<file path="src/rtl/jtframe_frame_pkg.sv">
// Shared types for the frame tracker.
// FSM state encoding and default stall timeout.
package jtframe_frame_pkg;

  typedef enum logic [1:0] {
    LOAD,
    SYNC,
    RUN,
    DONE
  } state_t;

  localparam int VS_TIMEOUT_DEF = 2_000_000;

endpackage

</file>
<file path="src/rtl/jtframe_frame_tracker_if.sv">
// Signal bundle between the frame tracker and its user.
// The user drives vs/dwnld; the tracker returns frame status.
interface jtframe_frame_tracker_if #(
  parameter int LENW = 24
);

  logic            vs;
  logic            dwnld;
  logic [31:0]     frame_cnt;
  logic            vs_fall;
  logic            dump_en;
  logic            finish;
  logic [LENW-1:0] frame_len;
  logic            frame_len_vld;
  logic            stall;

  modport master (
    output vs,
    output dwnld,
    input  frame_cnt,
    input  vs_fall,
    input  dump_en,
    input  finish,
    input  frame_len,
    input  frame_len_vld,
    input  stall
  );

  modport slave (
    input  vs,
    input  dwnld,
    output frame_cnt,
    output vs_fall,
    output dump_en,
    output finish,
    output frame_len,
    output frame_len_vld,
    output stall
  );

endinterface

</file>
<file path="src/rtl/jtframe_sync_edge.sv">
// Three-flop VS synchroniser with falling-edge detect.
// fall_d is the raw edge term, fall its registered strobe.
module jtframe_sync_edge (
  input  logic clk,
  input  logic rst,
  input  logic vs,
  output logic fall_d,
  output logic fall
);

  logic s1;
  logic s2;
  logic s3;

  always_ff @(posedge clk or posedge rst) begin
    if (rst) begin
      s1   <= 1'b1;
      s2   <= 1'b1;
      s3   <= 1'b1;
      fall <= 1'b0;
    end else begin
      s1   <= vs;
      s2   <= s1;
      s3   <= s2;
      fall <= fall_d;
    end
  end

  assign fall_d = s3 & ~s2;

endmodule

</file>
<file path="src/rtl/jtframe_frame_tracker.sv">
// Frame counter, dump window, frame length and stall
// detection driven by the synchronised VS falling edge.
module jtframe_frame_tracker
  import jtframe_frame_pkg::*;
#(
  parameter int DUMP_START = 0,
  parameter int DUMP_END   = 0,
  parameter int LENW       = 24,
  parameter int VS_TIMEOUT = VS_TIMEOUT_DEF
) (
  input logic                    clk,
  input logic                    rst,
  jtframe_frame_tracker_if.slave bus
);

  localparam logic [LENW-1:0] TO_LEN  = LENW'(VS_TIMEOUT);
  localparam logic [LENW-1:0] LEN_MAX = '1;
  localparam logic [LENW-1:0] LEN_ONE = LENW'(1);

  state_t          state;
  state_t          state_nxt;
  logic [31:0]     cnt;
  logic [31:0]     cnt_inc;
  logic [LENW-1:0] len_cnt;
  logic [LENW-1:0] frame_len;
  logic            fall_d;
  logic            fall;
  logic            frame_len_vld;
  logic            finish;
  logic            stall;
  logic            ge_start;
  logic            lt_end;
  logic            hit_end;
  logic            dump_en;

  jtframe_sync_edge u_sync (
    .clk    (clk),
    .rst    (rst),
    .vs     (bus.vs),
    .fall_d (fall_d),
    .fall   (fall)
  );

  assign cnt_inc = cnt + 32'd1;

  // Window bounds resolved at elaboration so unused limits cost nothing
  if (DUMP_START == 0) begin : g_no_start
    assign ge_start = 1'b1;
  end else begin : g_start
    assign ge_start = cnt >= 32'(DUMP_START);
  end

  if (DUMP_END == 0) begin : g_no_end
    assign lt_end  = 1'b1;
    assign hit_end = 1'b0;
  end else begin : g_end
    assign lt_end  = cnt < 32'(DUMP_END);
    assign hit_end = cnt_inc == 32'(DUMP_END);
  end

  always_ff @(posedge clk or posedge rst) begin
    if (rst) state <= LOAD;
    else     state <= state_nxt;
  end

  always_comb begin
    state_nxt = state;
    if (bus.dwnld) begin
      state_nxt = LOAD;
    end else begin
      unique case (state)
        LOAD: state_nxt = SYNC;
        SYNC: if (fall_d) state_nxt = RUN;
        RUN:  if (fall_d && hit_end) state_nxt = DONE;
        DONE: state_nxt = DONE;
      endcase
    end
  end

  always_comb begin
    dump_en = (state == RUN) && ge_start && lt_end;
  end

  always_ff @(posedge clk or posedge rst) begin
    if (rst) begin
      cnt           <= '0;
      len_cnt       <= '0;
      frame_len     <= '0;
      frame_len_vld <= 1'b0;
      finish        <= 1'b0;
      stall         <= 1'b0;
    end else begin
      frame_len_vld <= 1'b0;
      finish        <= 1'b0;
      if (bus.dwnld || state == LOAD) begin
        cnt     <= '0;
        len_cnt <= '0;
        stall   <= 1'b0;
      end else if (state == SYNC) begin
        // first edge only aligns the length counter
        if (fall_d) len_cnt <= LEN_ONE;
      end else if (fall_d) begin
        cnt           <= cnt_inc;
        frame_len     <= len_cnt;
        len_cnt       <= LEN_ONE;
        frame_len_vld <= 1'b1;
        stall         <= 1'b0;
        finish        <= (state == RUN) && hit_end;
      end else begin
        if (len_cnt != LEN_MAX) len_cnt <= len_cnt + LEN_ONE;
        if (len_cnt == TO_LEN)  stall   <= 1'b1;
      end
    end
  end

  assign bus.frame_cnt     = cnt;
  assign bus.vs_fall       = fall;
  assign bus.dump_en       = dump_en;
  assign bus.finish        = finish;
  assign bus.frame_len     = frame_len;
  assign bus.frame_len_vld = frame_len_vld;
  assign bus.stall         = stall;

endmodule

</file>
<file path="src/flat_wrapper.sv">
// flat-port wrapper written by rule: the top's interface ports become plain ports
module jtframe_frame_tracker_flat import jtframe_frame_pkg::*;
#(
  parameter int DUMP_START = 0,
  parameter int DUMP_END   = 0,
  parameter int LENW       = 24,
  parameter int VS_TIMEOUT = VS_TIMEOUT_DEF
)
  (clk, rst, bus_vs, bus_dwnld, bus_frame_cnt, bus_vs_fall, bus_dump_en, bus_finish, bus_frame_len, bus_frame_len_vld, bus_stall);
  jtframe_frame_tracker_if #(.LENW(LENW)) bus_i ();
  input logic clk;
  input logic rst;
  input wire logic [$bits(bus_i.vs)-1:0] bus_vs;
  input wire logic [$bits(bus_i.dwnld)-1:0] bus_dwnld;
  output wire logic [$bits(bus_i.frame_cnt)-1:0] bus_frame_cnt;
  output wire logic [$bits(bus_i.vs_fall)-1:0] bus_vs_fall;
  output wire logic [$bits(bus_i.dump_en)-1:0] bus_dump_en;
  output wire logic [$bits(bus_i.finish)-1:0] bus_finish;
  output wire logic [$bits(bus_i.frame_len)-1:0] bus_frame_len;
  output wire logic [$bits(bus_i.frame_len_vld)-1:0] bus_frame_len_vld;
  output wire logic [$bits(bus_i.stall)-1:0] bus_stall;
  assign bus_i.vs = bus_vs;
  assign bus_i.dwnld = bus_dwnld;
  assign bus_frame_cnt = bus_i.frame_cnt;
  assign bus_vs_fall = bus_i.vs_fall;
  assign bus_dump_en = bus_i.dump_en;
  assign bus_finish = bus_i.finish;
  assign bus_frame_len = bus_i.frame_len;
  assign bus_frame_len_vld = bus_i.frame_len_vld;
  assign bus_stall = bus_i.stall;
  jtframe_frame_tracker #(.DUMP_START(DUMP_START), .DUMP_END(DUMP_END), .LENW(LENW), .VS_TIMEOUT(VS_TIMEOUT)) u_core (.clk(clk), .rst(rst), .bus(bus_i));
endmodule
</file>
<file path="config.mk">
export PLATFORM = sky130hd
export DESIGN_NAME = jtframe_frame_tracker_flat
export DESIGN_NICKNAME = d
export VERILOG_FILES = /design/src/rtl/jtframe_frame_pkg.sv /design/src/rtl/jtframe_frame_tracker_if.sv /design/src/rtl/jtframe_sync_edge.sv /design/src/rtl/jtframe_frame_tracker.sv /design/src/flat_wrapper.sv
export SDC_FILE = /design/constraint.sdc
export NUM_CORES = 1
export LEC_CHECK = 0
export CAP_MARGIN = 0
export CORE_MARGIN = 4
export CORE_UTILIZATION = 58
export CTS_CLUSTER_DIAMETER = 120
export CTS_CLUSTER_SIZE = 25
export DETAILED_ROUTE_END_ITERATION = 12
export HOLD_SLACK_MARGIN = 0.02
export MAX_ROUTING_LAYER = met4
export PLACE_DENSITY = 0.85
export SLEW_MARGIN = 40
export SYNTH_ARGS = -nofsm -noshare
export SYNTH_HDL_FRONTEND = slang
export SYNTH_SLANG_ARGS = --single-unit
</file>
<file path="constraint.sdc">
create_clock -name clk -period 7.76 [get_ports clk]
set_input_delay 1.164 -clock clk [delete_from_list [all_inputs] [get_ports clk]]
set_output_delay 1.164 -clock clk [all_outputs]
set_load 0.1 [all_outputs]
</file>
Yosys cells after proc, flatten, opt, wreduce, memory -nomap -nowiden
Index checks and enable logic that the tools add are counted.
{"block": "op_classes", "n_reduce_logical": 10, "addsub": 2, "n_bitwise": 4, "n_eq_ne": 9, "n_mux": 18}
{"op": "24-bit 2-to-1 mux", "n": 5}
{"op": "32-bit 2-to-1 mux", "n": 3}
{"op": "32-bit by 1-bit adder with 32-bit output (second input constant)", "n": 1}
{"op": "24-bit by 1-bit adder with 24-bit output (second input constant)", "n": 1}
{"op": "24-bit by 21-bit equality test with 1-bit output (second input constant)", "n": 1}
{"op": "24-bit != test (second input constant)", "n": 1}
{"op": "2-bit AND reduction", "n": 4}
{"op": "1-bit 2-to-1 mux", "n": 7}
{"op": "2-bit case mux with 3 select lines", "n": 1}
{"op": "3-bit nonzero test", "n": 2}
{"op": "2-bit equality test (second input constant)", "n": 2}
{"op": "2-bit 2-to-1 mux", "n": 2}
{"op": "3-bit by 2-bit != test with 1-bit output (second input constant)", "n": 1}
{"op": "3-bit != test (second input constant)", "n": 1}
{"op": "1-bit inverter", "n": 3}
{"op": "3-bit AND reduction", "n": 1}
{"op": "2-bit by 1-bit equality test with 1-bit output (second input constant)", "n": 1}
{"op": "2-bit logical NOT", "n": 1}
{"op": "2-bit by 1-bit != test with 1-bit output (second input constant)", "n": 1}
{"op": "2-bit != test (second input constant)", "n": 1}
{"op": "2-bit nonzero test", "n": 1}
{"op": "1-bit bitwise AND", "n": 1}
{"op": "1-bit logical OR", "n": 1}
{"block": "totals", "reg_bits": 88, "in_bits": 4, "output_inout_bits": 61, "elab_cells": 53}

Longest topological paths before layout
{"block": "depth", "depth_word": 5, "mapped_depth": 8, "ltp_nobuf": 7}

Modules after synthesis
Synthesis repeated with hierarchy kept, for this count alone.
{"block": "hier_totals", "hier_cells": 489, "area_unflattened_um2": 4419.2}
{"module": "jtframe_frame_tracker", "area_per_inst_um2": 4297.9, "cells_per_inst": 483, "seq_area_each_um2": 2102.0, "instances": 1}
{"module": "jtframe_sync_edge", "area_per_inst_um2": 121.4, "cells_per_inst": 6, "seq_area_each_um2": 103.8, "instances": 1}

Worst setup path before layout
OpenSTA, ideal clock, no wires.
{"block": "synth_timing", "path_type": "flip-flop to output port", "start": "register u_core.state[1]", "end": "output bus_dump_en", "stages_incl_launch_ff": 3, "path_slack_ns": 4.726, "arrival_ns": 1.870, "t_required_ns": 6.596, "n_path_buf": 1, "path_cell_list": "dfrtp_1 -> buf_2 -> nor2b_1"}
{"block": "synth_between", "elab_chain_cells": 1}
{"element": "start, declared", "line_no": "jtframe_frame_tracker.sv:20", "rtl": "state_t state;"}
{"element": "start signal, assigned", "line_no": "jtframe_frame_tracker.sv:63", "rtl": "else state <= state_nxt;"}
{"element": "2-bit equality test", "line_no": "jtframe_frame_tracker.sv:81", "rtl": "dump_en = (state == RUN) && ge_start && lt_end;"}
{"element": "end, declared", "line_no": "flat_wrapper.sv:17", "rtl": "output wire logic [$bits(bus_i.dump_en)-1:0] bus_dump_en;"}
Every way passes these cells.

Final worst setup path
{"block": "layout_timing", "start": "input bus_dwnld", "end": "register u_core.len_cnt[9]"}
{"block": "layout_between", "elab_chain_cells": 3, "elab_cells_between_ends": 5, "classes_between": "eq/ne (1); mux (1); reduce/logical (3)"}
{"element": "start, declared", "line_no": "flat_wrapper.sv:14", "rtl": "input wire logic [$bits(bus_i.dwnld)-1:0] bus_dwnld;"}
{"element": "1-bit logical OR (*)", "line_no": "jtframe_frame_tracker.sv:95", "rtl": "if (bus.dwnld || state == LOAD) begin"}
{"element": "3-bit by 2-bit != test with 1-bit output (no line) / 3-bit nonzero test (equally long branches)"}
{"element": "2-bit AND reduction (no line)"}
{"element": "end signal, assigned", "line_no": "jtframe_frame_tracker.sv:110", "rtl": "if (len_cnt != LEN_MAX) len_cnt <= len_cnt + LEN_ONE;"}
{"element": "end, declared", "line_no": "jtframe_frame_tracker.sv:24", "rtl": "logic [LENW-1:0] len_cnt;"}
Mark *: on every way between the ends. The rest lies on a longest branch, timed or not.
A chain may end at the register's enable or synchronous reset.

==> metrics.yaml <==
setup_path:
  r2r_end: "u_core.len_cnt[9]$_DFFE_PP0P_"
  worstSetupPathType: "in2reg"
  r2r_setup_slack_ns: 5.09
  critPathMaxFanout: 13
  start_kind: "input pin"
  required_ns: 7.97
  r2r-start: "u_core.u_sync.s2$_DFF_PP1_"
  worstRegToRegCells: 7
  cp-end-kind: "flop"
  worstPathArrival_ns: 3.58
timing:
  max_freq_mhz: 297
  worst_pin_slew_ns: 0.764
  rsz0062_at_grt: "false"
  finalHoldViolCount: 0
  finalCriticalPeriod_ns: 3.37
  period_share_pct: 43.4
  maxSlewHeadroom_pct: 48.9
  clock_skew_ns: 0.00937
  hold_ws_ns: 0.366
  drv_slew: 0
  fin_tns_setup_ns: 0
  setup_viol: 0
synthesis:
  synth.area.mux_share_pct: 6.49
  synth_area_mm2: 0.00432
  synth_xor_area_share_pct: 3.65
  yosys_warnings: 0
  ys_ff_latch: 88
  synth_edf_count: 0
  ys_types: 54
  syn_inst: 420
  avgSynthCellArea_um2: 10.3
  synth_area_leaders: "dfrtp_1, mux2_2, or4_1, a21oi_1, nand2_1"
  synthAdderAreaFrac_pct: 0.870
  syn_nets: 427
  synth_top_area_share_pct: 49.3
  synth.largest_area_cell: "dfrtp_1"
  ys_top_cells_by_count: "dfrtp_1, nand2_1, a21oi_1"
  synth_top_flop_cell: "dfrtp_1"
  synth_async_sr_flop_share_pct: 100
  synth_top_family_by_area: "simple AND/OR/NAND/NOR gates"
  synth_compound_area_share_pct: 11.5
  ys_seq_area_share_pct: 51.1
  yosys.area_share.simple_pct: 23.2
  yosysMostFrequentCell: "dfrtp_1"
cells_and_area:
  nFillCells: 565
  antennaDiodeCount: 0
  area_growth_pct: 15.2
  drive_gt1_share_pct: 24.3
  layout.nets: 487
clocking:
  cts_buffers: 9
  clk_pin_slew_ns: 0.08
  cts_max_level: 3
  cts_tree: "built"
  clockBufferDepth: 2
  postCtsSetupRepairBufs: 0
  insertion_delay_ns: 0.36
  cts_resized: 0
  postCtsHoldBufs: 0
  root_buffer: "clkbuf_8"
  cts_sinks: 88
routing:
  drt-pass1-iter-count: 5
  met1_length_um: 4280
  wirelength_um: 9490
  via_per_inst: 6.08
  drt-initial-drc-count: 295
  wl_met3_um: 557
  highest_layer: "met4"
  wl_met2_um: 4550
  drc: 0
  dr_total_vias: 3553
  antenna_left: 0
  wl_per_cell_um: 16.3
die:
  rows: 31
  core-area_mm2: 0.00725
  die_x_um: 94.3
  pin_count: 65
  dieArea_mm2: 0.00888
  initial_utilization_pct: 59.5
  die_y_um: 94.3
power:
  leakage_nw: 2.20
  power.density_mw_per_mm2: 180
  vdd_ir_drop_max_uv: 115
global_route:
  grt.overflow.total: 0
  grt_pass1_vias: 3205
  antenna_found_initial: 0
  grt_pass1_wl_um: 15800
  grt_max_degree: 89
  grt_usage_pct: 23.1
worst_hold_path:
  hold_start: "u_core.u_sync.s1$_DFF_PP1_"
  min_path_type: "reg2reg"
  min_path_cells: 0
  hold_end: "u_core.u_sync.s2$_DFF_PP1_"
run:
  drv_cap: 0
place:
  globalplace.congestion: 0.912
  place_hpwl_um: 6450
  io_buffers: 63
status:
  run_status: "completed"
-- cell usage in the layout (no fill, tap or decap), types with 3 or more instances in the layout --
cell type        count
inv_1               10
dfrtp_1             85
xnor2_1             13
o21ai_0              5
a21oi_1             30
and2_1               4
clkdlybuf4s50_1      3
and4_1               5
nor2_1              26
nand4_1             10
mux2_2              24
xor2_1               5
or3_1               16
clkinv_2             3
buf_2               60
o31ai_1             14
nand2_1             31
dfstp_2              3
ha_1                 3
nand2b_1             3
a211oi_1             3
or4_1               21
o211ai_1             5
bufinv_16            3
nor4_1               7
nor3_1              10
clkbuf_8            10
nand3_1             23
o21ai_1             14
-- layout make-up --
class                           count  area (um2)  share of cell area, %
Clock buffer                       10         128                   2.57
Inverter                           12        46.3                  0.932
Timing Repair Buffer               68         375                   7.55
Multi-Input combinational cell    301        1980                   39.9
Sequential cell                    88        2210                   44.4
Clock inverter                      6         108                   2.17
Tap cell                           99         124                   2.49
-- layer usage --
metal,vias up,GRT usage [%]
met3,11,5.29
met2,111,34.5
met4,0,6.38
li1,1684,-
met5,-,-
met1,1747,31.9
-- sequential cells by signal, indices dropped and copies added, names as in the netlist --
signal / flops
u_core.len_cnt: 24
u_core.u_sync.s2: 1
u_core.u_sync.fall: 1
u_core.bus.frame_len_vld: 1
u_core.bus.frame_len: 24
u_core.bus.frame_cnt: 32
u_core.state: 2
u_core.bus.stall: 1
u_core.u_sync.s3: 1
u_core.u_sync.s1: 1
-- worst max-delay path, cell delays in order --
cell	delay (ns)
clkdlybuf4s50_1	0.52
o21bai_2	0.25
or4_1	0.68
nor4b_4	0.56
buf_6	0.23
or4_1	0.12
a21oi_1	0.06
-- cells by family (layout without fill, tap and decap cells) --
logic type	count (synthesis)	after routing
buffers and inverters	31	96
AO/OA/AOI/OAI	81	81
flip-flops	88	88
adder cells (fa/ha/maj)	3	3
other	1	1
XOR/XNOR	18	18
AND/OR/NAND/NOR	173	173
multiplexers	25	25
-- worst max-delay path by stage --
| stage | start | endpoint | cells past startpoint |
|---|---|---|---|
| 5_1_grt | bus_dwnld | u_core.len_cnt[13]$_DFFE_PP0P_ | 7 |
| 2_1_floorplan | rst | u_core.bus.frame_cnt[0]$_DFFE_PP0P_ | 1 |
| 3_5_place_dp | bus_dwnld | u_core.len_cnt[3]$_DFFE_PP0P_ | 6 |
| 4_1_cts | bus_dwnld | u_core.len_cnt[3]$_DFFE_PP0P_ | 6 |
| 3_3_place_gp | bus_dwnld | u_core.len_cnt[3]$_DFFE_PP0P_ | 6 |
| 6_report | bus_dwnld | u_core.len_cnt[9]$_DFFE_PP0P_ | 7 |
-- power breakdown --
| part | internal (mW) | switching [mW] |
|---|---|---|
| registers | 0.463 | 0.00524 |
| logic | 0.0113 | 0.0465 |
| clock network | 0.213 | 0.156 |
-- metrics by stage --
stage	worst slack, ns	instance area [um2]	power, mW	instances	utilization [%]
after floorplan	4.32	4320	0.521	420	-
after global placement	3.96	5010	0.536	566	69.1
after detailed placement	3.87	4720	0.536	566	65.0
after CTS	4.22	4950	0.902	582	68.3
after global routing	4.28	4970	0.926	584	68.5
final	4.39	4970	0.895	584	68.5
Power figures use the tool's default switching activity.
